[config.mk]
export PLATFORM = sky130hd
export DESIGN_NAME = eth_frame_sequencer
export DESIGN_NICKNAME = d
export VERILOG_FILES = /design/src/rtl/eth_frame_sequencer.sv
export SDC_FILE = /design/constraint.sdc
export NUM_CORES = 1
export LEC_CHECK = 0
export ABC_AREA = 1
export BUFFER_PORTS_ARGS = -buffer_cell sky130_fd_sc_hd__buf_4
export CAP_MARGIN = 25
export CORE_ASPECT_RATIO = 0.9
export CORE_MARGIN = 2
export CORE_UTILIZATION = 50
export CTS_BUF_LIST = sky130_fd_sc_hd__clkbuf_8
export DETAILED_ROUTE_END_ITERATION = 6
export PLACE_DENSITY_LB_ADDON = 0.15
export SLEW_MARGIN = 20
export SYNTH_ARGS = -nofsm -noshare
export SYNTH_HDL_FRONTEND = slang
export SYNTH_SLANG_ARGS = --single-unit
[constraint.sdc]
create_clock -name clk -period 3.8 [get_ports clk]
set_clock_uncertainty 0.05 [all_clocks]
set_input_delay 0.57 -clock clk [delete_from_list [all_inputs] [get_ports clk]]
set_output_delay 0.57 -clock clk [all_outputs]
set_load 0.02 [all_outputs]
[src/rtl/eth_frame_sequencer.sv]
// Frame sequencer ahead of the Ethernet/IP/ITCH parse chain.
// Counts 64-bit beats, strobes the Ethernet and IP header
// decoders, forwards payload, drops bad or runt frames and
// truncates frames longer than MAX_WORDS beats.
//
// Ports:
//   clk, rst        clock, synchronous active-high reset
//   dataIn/inValid/inLast/inReady   frame beat input
//   counter/ethLoad                 Ethernet decoder select/load
//   ipLoad/ipWordIdx                IP decoder load/beat index
//   hdrData                         beat shown to header decoders
//   payData/payValid/payLast/payErr/payReady  payload output
//   frameDrop       one-cycle pulse per discarded frame
//   busy            high whenever not idle
//
// Optional build macro SEQ_STATS_EN adds frameCnt, dropCnt and
// truncCnt statistics outputs.
module eth_frame_sequencer #(
  parameter logic [15:0] ETYPE_IPV4   = 16'h0800,
  parameter int          IP_HDR_WORDS = 3,
  parameter int          MAX_WORDS    = 190,
  parameter int          WCNT_W       = 8
) (
  input  logic        clk,
  input  logic        rst,
  input  logic [63:0] dataIn,
  input  logic        inValid,
  input  logic        inLast,
  output logic        inReady,
  output logic        counter,
  output logic        ethLoad,
  output logic        ipLoad,
  output logic [1:0]  ipWordIdx,
  output logic [63:0] hdrData,
  output logic [63:0] payData,
  output logic        payValid,
  output logic        payLast,
  output logic        payErr,
  input  logic        payReady,
  output logic        frameDrop,
`ifdef SEQ_STATS_EN
  output logic [31:0] frameCnt,
  output logic [31:0] dropCnt,
  output logic [15:0] truncCnt,
`endif
  output logic        busy
);

  // IDLE doubles as ETH0: the first accepted beat is the
  // first Ethernet header beat.
  typedef enum logic [2:0] {
    S_IDLE,
    S_ETH1,
    S_IPHDR,
    S_PAY,
    S_DROP
  } state_t;

  localparam logic [WCNT_W-1:0] MAX_W =
    WCNT_W'(MAX_WORDS);
  localparam logic [WCNT_W-1:0] TRUNC_W =
    WCNT_W'(MAX_WORDS - 1);
  localparam logic [1:0] IP_LAST_W =
    2'(IP_HDR_WORDS - 1);

  state_t state_q, state_d;

  logic [WCNT_W-1:0] wcnt_q, wcnt_d, wcnt_inc;
  logic [1:0]        ipidx_q, ipidx_d;

  logic [63:0] payData_q, payData_d;
  logic        payValid_q, payValid_d;
  logic        payLast_q, payLast_d;
  logic        payErr_q, payErr_d;
  logic        frameDrop_q, frameDrop_d;

  logic acc;
  logic etype_ok;
  logic ip_last;
  logic trunc;
  logic pay_done;

`ifdef SEQ_STATS_EN
  logic [31:0] frameCnt_q, frameCnt_d;
  logic [31:0] dropCnt_q, dropCnt_d;
  logic [15:0] truncCnt_q, truncCnt_d;
`endif

  // Only the payload state can stall: the single output
  // register must be empty or draining this cycle.
  always_comb begin
    inReady = 1'b0;
    if (!rst) begin
      if (state_q == S_PAY) begin
        inReady = !payValid_q || payReady;
      end else begin
        inReady = 1'b1;
      end
    end
  end

  assign acc      = inValid && inReady;
  assign etype_ok = (dataIn[63:48] == ETYPE_IPV4);
  assign ip_last  = (ipidx_q == IP_LAST_W);
  assign pay_done = payValid_q && payReady;

  // Beat number MAX_WORDS without inLast ends the frame early.
  assign trunc = acc && (state_q == S_PAY) && !inLast &&
                 (wcnt_q == TRUNC_W);

  assign wcnt_inc = (wcnt_q == MAX_W) ? wcnt_q
                  : wcnt_q + WCNT_W'(1);

  assign hdrData   = dataIn;
  assign counter   = (state_q == S_ETH1);
  assign ethLoad   = acc && ((state_q == S_IDLE) ||
                             (state_q == S_ETH1));
  assign ipLoad    = acc && (state_q == S_IPHDR);
  assign ipWordIdx = (state_q == S_IPHDR) ? ipidx_q : 2'd0;

  assign payData   = payData_q;
  assign payValid  = payValid_q;
  assign payLast   = payLast_q;
  assign payErr    = payErr_q;
  assign frameDrop = frameDrop_q;
  assign busy      = (state_q != S_IDLE);

  always_comb begin
    state_d     = state_q;
    wcnt_d      = wcnt_q;
    ipidx_d     = ipidx_q;
    frameDrop_d = 1'b0;
    payData_d   = payData_q;
    payValid_d  = payValid_q;
    payLast_d   = payLast_q;
    payErr_d    = payErr_q;

    if (pay_done) begin
      payValid_d = 1'b0;
      payLast_d  = 1'b0;
      payErr_d   = 1'b0;
    end

    if (acc) begin
      wcnt_d = wcnt_inc;
      unique case (state_q)
        S_IDLE: begin
          if (inLast) begin
            frameDrop_d = 1'b1;
            wcnt_d      = '0;
          end else begin
            state_d = S_ETH1;
          end
        end
        S_ETH1: begin
          if (inLast) begin
            frameDrop_d = 1'b1;
            state_d     = S_IDLE;
            wcnt_d      = '0;
          end else if (etype_ok) begin
            state_d = S_IPHDR;
            ipidx_d = 2'd0;
          end else begin
            state_d = S_DROP;
          end
        end
        S_IPHDR: begin
          if (inLast) begin
            frameDrop_d = 1'b1;
            state_d     = S_IDLE;
            wcnt_d      = '0;
            ipidx_d     = 2'd0;
          end else if (ip_last) begin
            state_d = S_PAY;
            ipidx_d = 2'd0;
          end else begin
            ipidx_d = ipidx_q + 2'd1;
          end
        end
        S_PAY: begin
          payData_d  = dataIn;
          payValid_d = 1'b1;
          payLast_d  = inLast || trunc;
          payErr_d   = trunc;
          if (inLast) begin
            state_d = S_IDLE;
            wcnt_d  = '0;
          end else if (trunc) begin
            state_d = S_DROP;
          end
        end
        S_DROP: begin
          if (inLast) begin
            frameDrop_d = 1'b1;
            state_d     = S_IDLE;
            wcnt_d      = '0;
          end
        end
        default: begin
          state_d = S_IDLE;
          wcnt_d  = '0;
        end
      endcase
    end
  end

`ifdef SEQ_STATS_EN
  always_comb begin
    frameCnt_d = frameCnt_q;
    dropCnt_d  = dropCnt_q;
    truncCnt_d = truncCnt_q;
    if (pay_done && payLast_q) begin
      frameCnt_d = frameCnt_q + 32'd1;
    end
    if (frameDrop_d) begin
      dropCnt_d = dropCnt_q + 32'd1;
    end
    if (trunc) begin
      truncCnt_d = truncCnt_q + 16'd1;
    end
  end

  assign frameCnt = frameCnt_q;
  assign dropCnt  = dropCnt_q;
  assign truncCnt = truncCnt_q;
`endif

  always_ff @(posedge clk) begin
    if (rst) begin
      state_q     <= S_IDLE;
      wcnt_q      <= '0;
      ipidx_q     <= 2'd0;
      payData_q   <= '0;
      payValid_q  <= 1'b0;
      payLast_q   <= 1'b0;
      payErr_q    <= 1'b0;
      frameDrop_q <= 1'b0;
`ifdef SEQ_STATS_EN
      frameCnt_q  <= '0;
      dropCnt_q   <= '0;
      truncCnt_q  <= '0;
`endif
    end else begin
      state_q     <= state_d;
      wcnt_q      <= wcnt_d;
      ipidx_q     <= ipidx_d;
      payData_q   <= payData_d;
      payValid_q  <= payValid_d;
      payLast_q   <= payLast_d;
      payErr_q    <= payErr_d;
      frameDrop_q <= frameDrop_d;
`ifdef SEQ_STATS_EN
      frameCnt_q  <= frameCnt_d;
      dropCnt_q   <= dropCnt_d;
      truncCnt_q  <= truncCnt_d;
`endif
    end
  end

endmodule

; Word-level counts from Yosys, hierarchy flattened
; Index checks and enable logic that the tools add are counted.
[op_classes]
add_sub_neg = 2
n_eq_ne = 15
n_mux = 30
bitwise = 2
n_reduce_logical = 22
[op_table]
columns = operator, count
row1 = $mux W3, 8
row2 = $mux W8, 3
row3 = $eq A16 B12 Y1 const B, 1
row4 = $eq A8 B8 Y1 const B, 2
row5 = $pmux W3 S5, 1
row6 = $mux W1, 12
row7 = $mux W2, 5
row8 = $ne A3 B3 Y1 const B, 3
row9 = $add A8 B1 Y8 const B, 1
row10 = $logic_and A1 B1 Y1, 7
row11 = $eq A3 B2 Y1 const B, 2
row12 = $ne A2 B2 Y1 const B, 3
row13 = $reduce_and A5 Y1, 1
row14 = $reduce_or A5 Y1, 1
row15 = $pmux W2 S2, 1
row16 = $reduce_and A2 Y1, 2
row17 = $reduce_and A4 Y1, 1
row18 = $reduce_or A4 Y1, 1
row19 = $eq A3 B1 Y1 const B, 1
row20 = $eq A3 B3 Y1 const B, 1
row21 = $logic_not A3 Y1, 1
row22 = $logic_or A1 B1 Y1, 3
row23 = $reduce_bool A3 Y1, 1
row24 = $reduce_or A3 Y1, 1
row25 = other kinds (6), 8
[word_totals]
regBits = 81
input_bits = 69
out_inout_bits = 139
elab_cells = 79

; Logic depth before layout (Yosys ltp)
[logic_depth]
depth_word = 11
ltp_mapped = 10
ltp_nobuf = 10

; Worst setup path before layout
; Ideal clock, no wire load.
[synth_path]
kind = input port to output port
start = in rst
end = out ethLoad
arrival_time_ps = 1455
slack_ps = 1725
stages = 4
cell_sequence = buf_2 inv_1 nand3_2 nor3_1
[synth_between]
elab_chain_cells = 3
[synth_rtl]
columns = item, line_no
row1 = "start, declared", 25  ; input logic rst,
row2 = $mux W1, 93  ; if (!rst) begin
row3 = $logic_and A1 B1 Y1, 102  ; assign acc = inValid && inReady;
row4 = $logic_and A1 B1 Y1, 116  ; assign ethLoad = acc && ((state_q == S_IDLE) ||
row5 = "end, declared", 31  ; output logic ethLoad,
; No other way between the ends.

; Final worst setup path
; Ends and elaborated chain as after synthesis.

==> summary.txt <==
Status
  • Status: complete, no violations

Place
  • HPWL Detailed: 7281 um
  • GPL Wtd Cong: 0.8090
  • Area after DPL: 4936 um^2
  • Buffers on Ports: 207
  • Pre-CTS WS: 1.326 ns

Routing
  • Pre-antenna DRT Iters: 4
  • Antenna-violating nets left: 0
  • DR vias: 3743
  • Routed WL: 9989 um
  • Detailed-route DRC error count: 0
  • Routed length per instance: 12.96 um
  • Drt via density: 4.855
  • Initial detailed-routing violation count: 155

Timing
  • Slew margin rel.: 0.4204
  • Min Tclk post-route: 2.430 ns
  • Worst slew pin tran: 0.8695 ns
  • Fin Setup TNS: 0 ns
  • Post-route clock period utilization: 0.6394
  • Final WS setup: 1.370 ns
  • Unrepaired setup endpoints after global routing: false
  • Fin. Hold Viols: 0
  • Max-slew violations: 0
  • Setup violators final: 0
  • Peak Freq: 411.6 MHz

Synth
  • Most frequent cell after synthesis: nand2_1
  • Yosys cell types: 25
  • Synth top cells by count: nand2_1, dfxtp_1, a21oi_1, buf_4, nor2_1
  • Top cells by area, synth: dfxtp_1, nand2_1, buf_4, a21oi_1, nor2_1
  • Synthesized flop and latch total: 81
  • Syn Std Cell Area: 3850 um^2
  • Post-Syn Instances: 539
  • Yosys warns: 0
  • Post-synth EDFFs: 0
  • Avg Inst Size Synth: 7.143 um^2
  • Post-synth top area share: 0.4212
  • Register area share after synthesis: 0.4212
  • Primary FF master, synth: dfxtp_1
  • Ys async rst share: 0
  • Synth area leader: dfxtp_1
  • Synth Net Count: 611

Power
  • Internal power: 1265 uW
  • Switch Pwr: 453.9 uW
  • Leakage: 0.002347 uW
  • Combinational share of power: 0.151
  • Sw Ratio: 0.2642
  • Clock power share: 0.348
  • Peak VDD IR: 0.2233 mV
  • Seq pwr share: 0.501
  • PwrDens: 335.6 nW/um^2

Worst setup path
  • Crit Path Max Fanout: 13
  • CP arrival: 1.81 ns
  • Critical path startpoint category: primary input
  • Critical Path RT: 3.18 ns
  • Critical Setup Path Class: primary input to primary output
  • Worst Setup End Kind: primary output

Floorplanning
  • Die Ht: 87.25 um
  • Die ar.: 8419 um^2
  • Site Rows: 30
  • Core box area: 7507 um^2
  • Initial Util: 0.5128
  • # IOs: 208
  • Chip width: 96.50 um

Clock network
  • Setup bufs post-CTS: 0
  • Max clock buf depth: 2
  • Clock Root Buffer: clkbuf_8
  • Worst-path clk slew: 0.07 ns
  • CTS tree: done
  • H-tree depth: 3
  • CTS resizes: 0
  • Worst-Skew Late Latency: 0.34 ns
  • CTS Hold Bufs: 0
  • CTS buffer count: 9
  • CTS Sinks: 81

Final layout
  • Fill count: 661
  • Layout cells sized above 1: 0.3481
  • Final instance area: 5121 um^2
  • Layout Nets: 743
  • Ant. Diodes: 0
  • Area growth syn-to-layout: 33.02%

Global routing
  • GRT overflow: 0
  • Global-route wire length before repair: 14810 um
  • Vias in the first global route: 3206
  • Initial antenna violation count: 0
  • GRT Resource Usage Total: 0.2243
  • Pin count of the biggest net entering global routing: 70

Hold path
  • Worst Hold Class: flip-flop to flip-flop

Run
  • Max_cap viols: 0
==> cell usage in the layout, fill, tap and decap left out, drive strengths merged <==
master	n
o21bai	1
nand3	19
ha	3
nor3	2
inv	33
bufinv	1
nand2	174
nand4	5
clkinv	4
buf	209
nor4	2
a21boi	1
nor2	43
o21ai	8
clkbuf	9
a21oi	78
clkinvlp	2
dfxtp	81
==> metrics by stage <==
| step | total power [uW] | util | hold WS, ns | std cells |
|---|---|---|---|---|
| finish | 1718 | 0.6822 | 0.4166 | 771 |
| global route | 1791 | 0.6822 | 0.4214 | 771 |
| CTS | 1736 | 0.6820 | 0.4173 | 771 |
| detailed placement | 1140 | 0.6575 | 0.4063 | 756 |
| global placement | 1138 | 0.6575 | 0.4031 | 756 |
| floorplan | 1044 | - | 0.4168 | 539 |
==> metal layers <==
metal,GRT usage,wire [um],up-vias
met5,0,0,-
li1,-,-,1898
met4,0.08963,229,0
met2,0.3971,5149,119
met1,0.2636,4027,1708
met3,0.04589,583,18
==> final cells by class <==
class / instances / area, um^2 / area share
Multi-Input combinational cell: 336 / 1498 / 0.2925
Inverter: 34 / 128.9 / 0.02517
Clock buffer: 9 / 123.9 / 0.02419
Sequential cell: 81 / 1622 / 0.3166
Clock inverter: 6 / 60.06 / 0.01173
Tap cell: 96 / 120.1 / 0.02345
Timing Repair Buffer: 209 / 1569 / 0.3064
==> final timing paths <==
check	start	cells past startpoint	endpoint	slack (ns)
max	rst	5	ethLoad	1.37
min	payData[5]	2	payData[5]	0.42
max reg2reg	payValid	5	payData[62]	1.78
min reg2reg	payData[5]	2	payData[5]	0.42
==> logic make-up (layout without fill, tap and decap cells) <==
kind of cell / Yosys count / in the layout / share of synthesized area
adders and majority gates: 3 / 3 / 0.009751
AOI/OAI and AO/OA: 88 / 88 / 0.1186
DFF: 81 / 81 / 0.4212
buffers and inverters: 122 / 258 / 0.1921
and+or+nand+nor: 245 / 245 / 0.2584
==> flip-flops by register name, summed over array words and instances, names as in the netlist <==
register and flops:
ipidx_q 2, wcnt_q 8, payValid 1, state_q 3, frameDrop 1, payErr 1, payData 64, payLast 1
==> critical path: stages <==
cell     delay (ns)
buf_4          0.11
inv_1          0.34
nand3_2        0.30
nor3_1         0.28
buf_4          0.20
==> power by group through the flow <==
stage	clock (uW)	sequential, uW	combinational [uW]
after floorplan	0	883	161
after global placement	0	881	257
after detailed placement	0	881	259
after CTS	615	861	260
after global routing	650	862	279
final	599	861	259
Note: power is estimated with default switching activity, not from simulation.
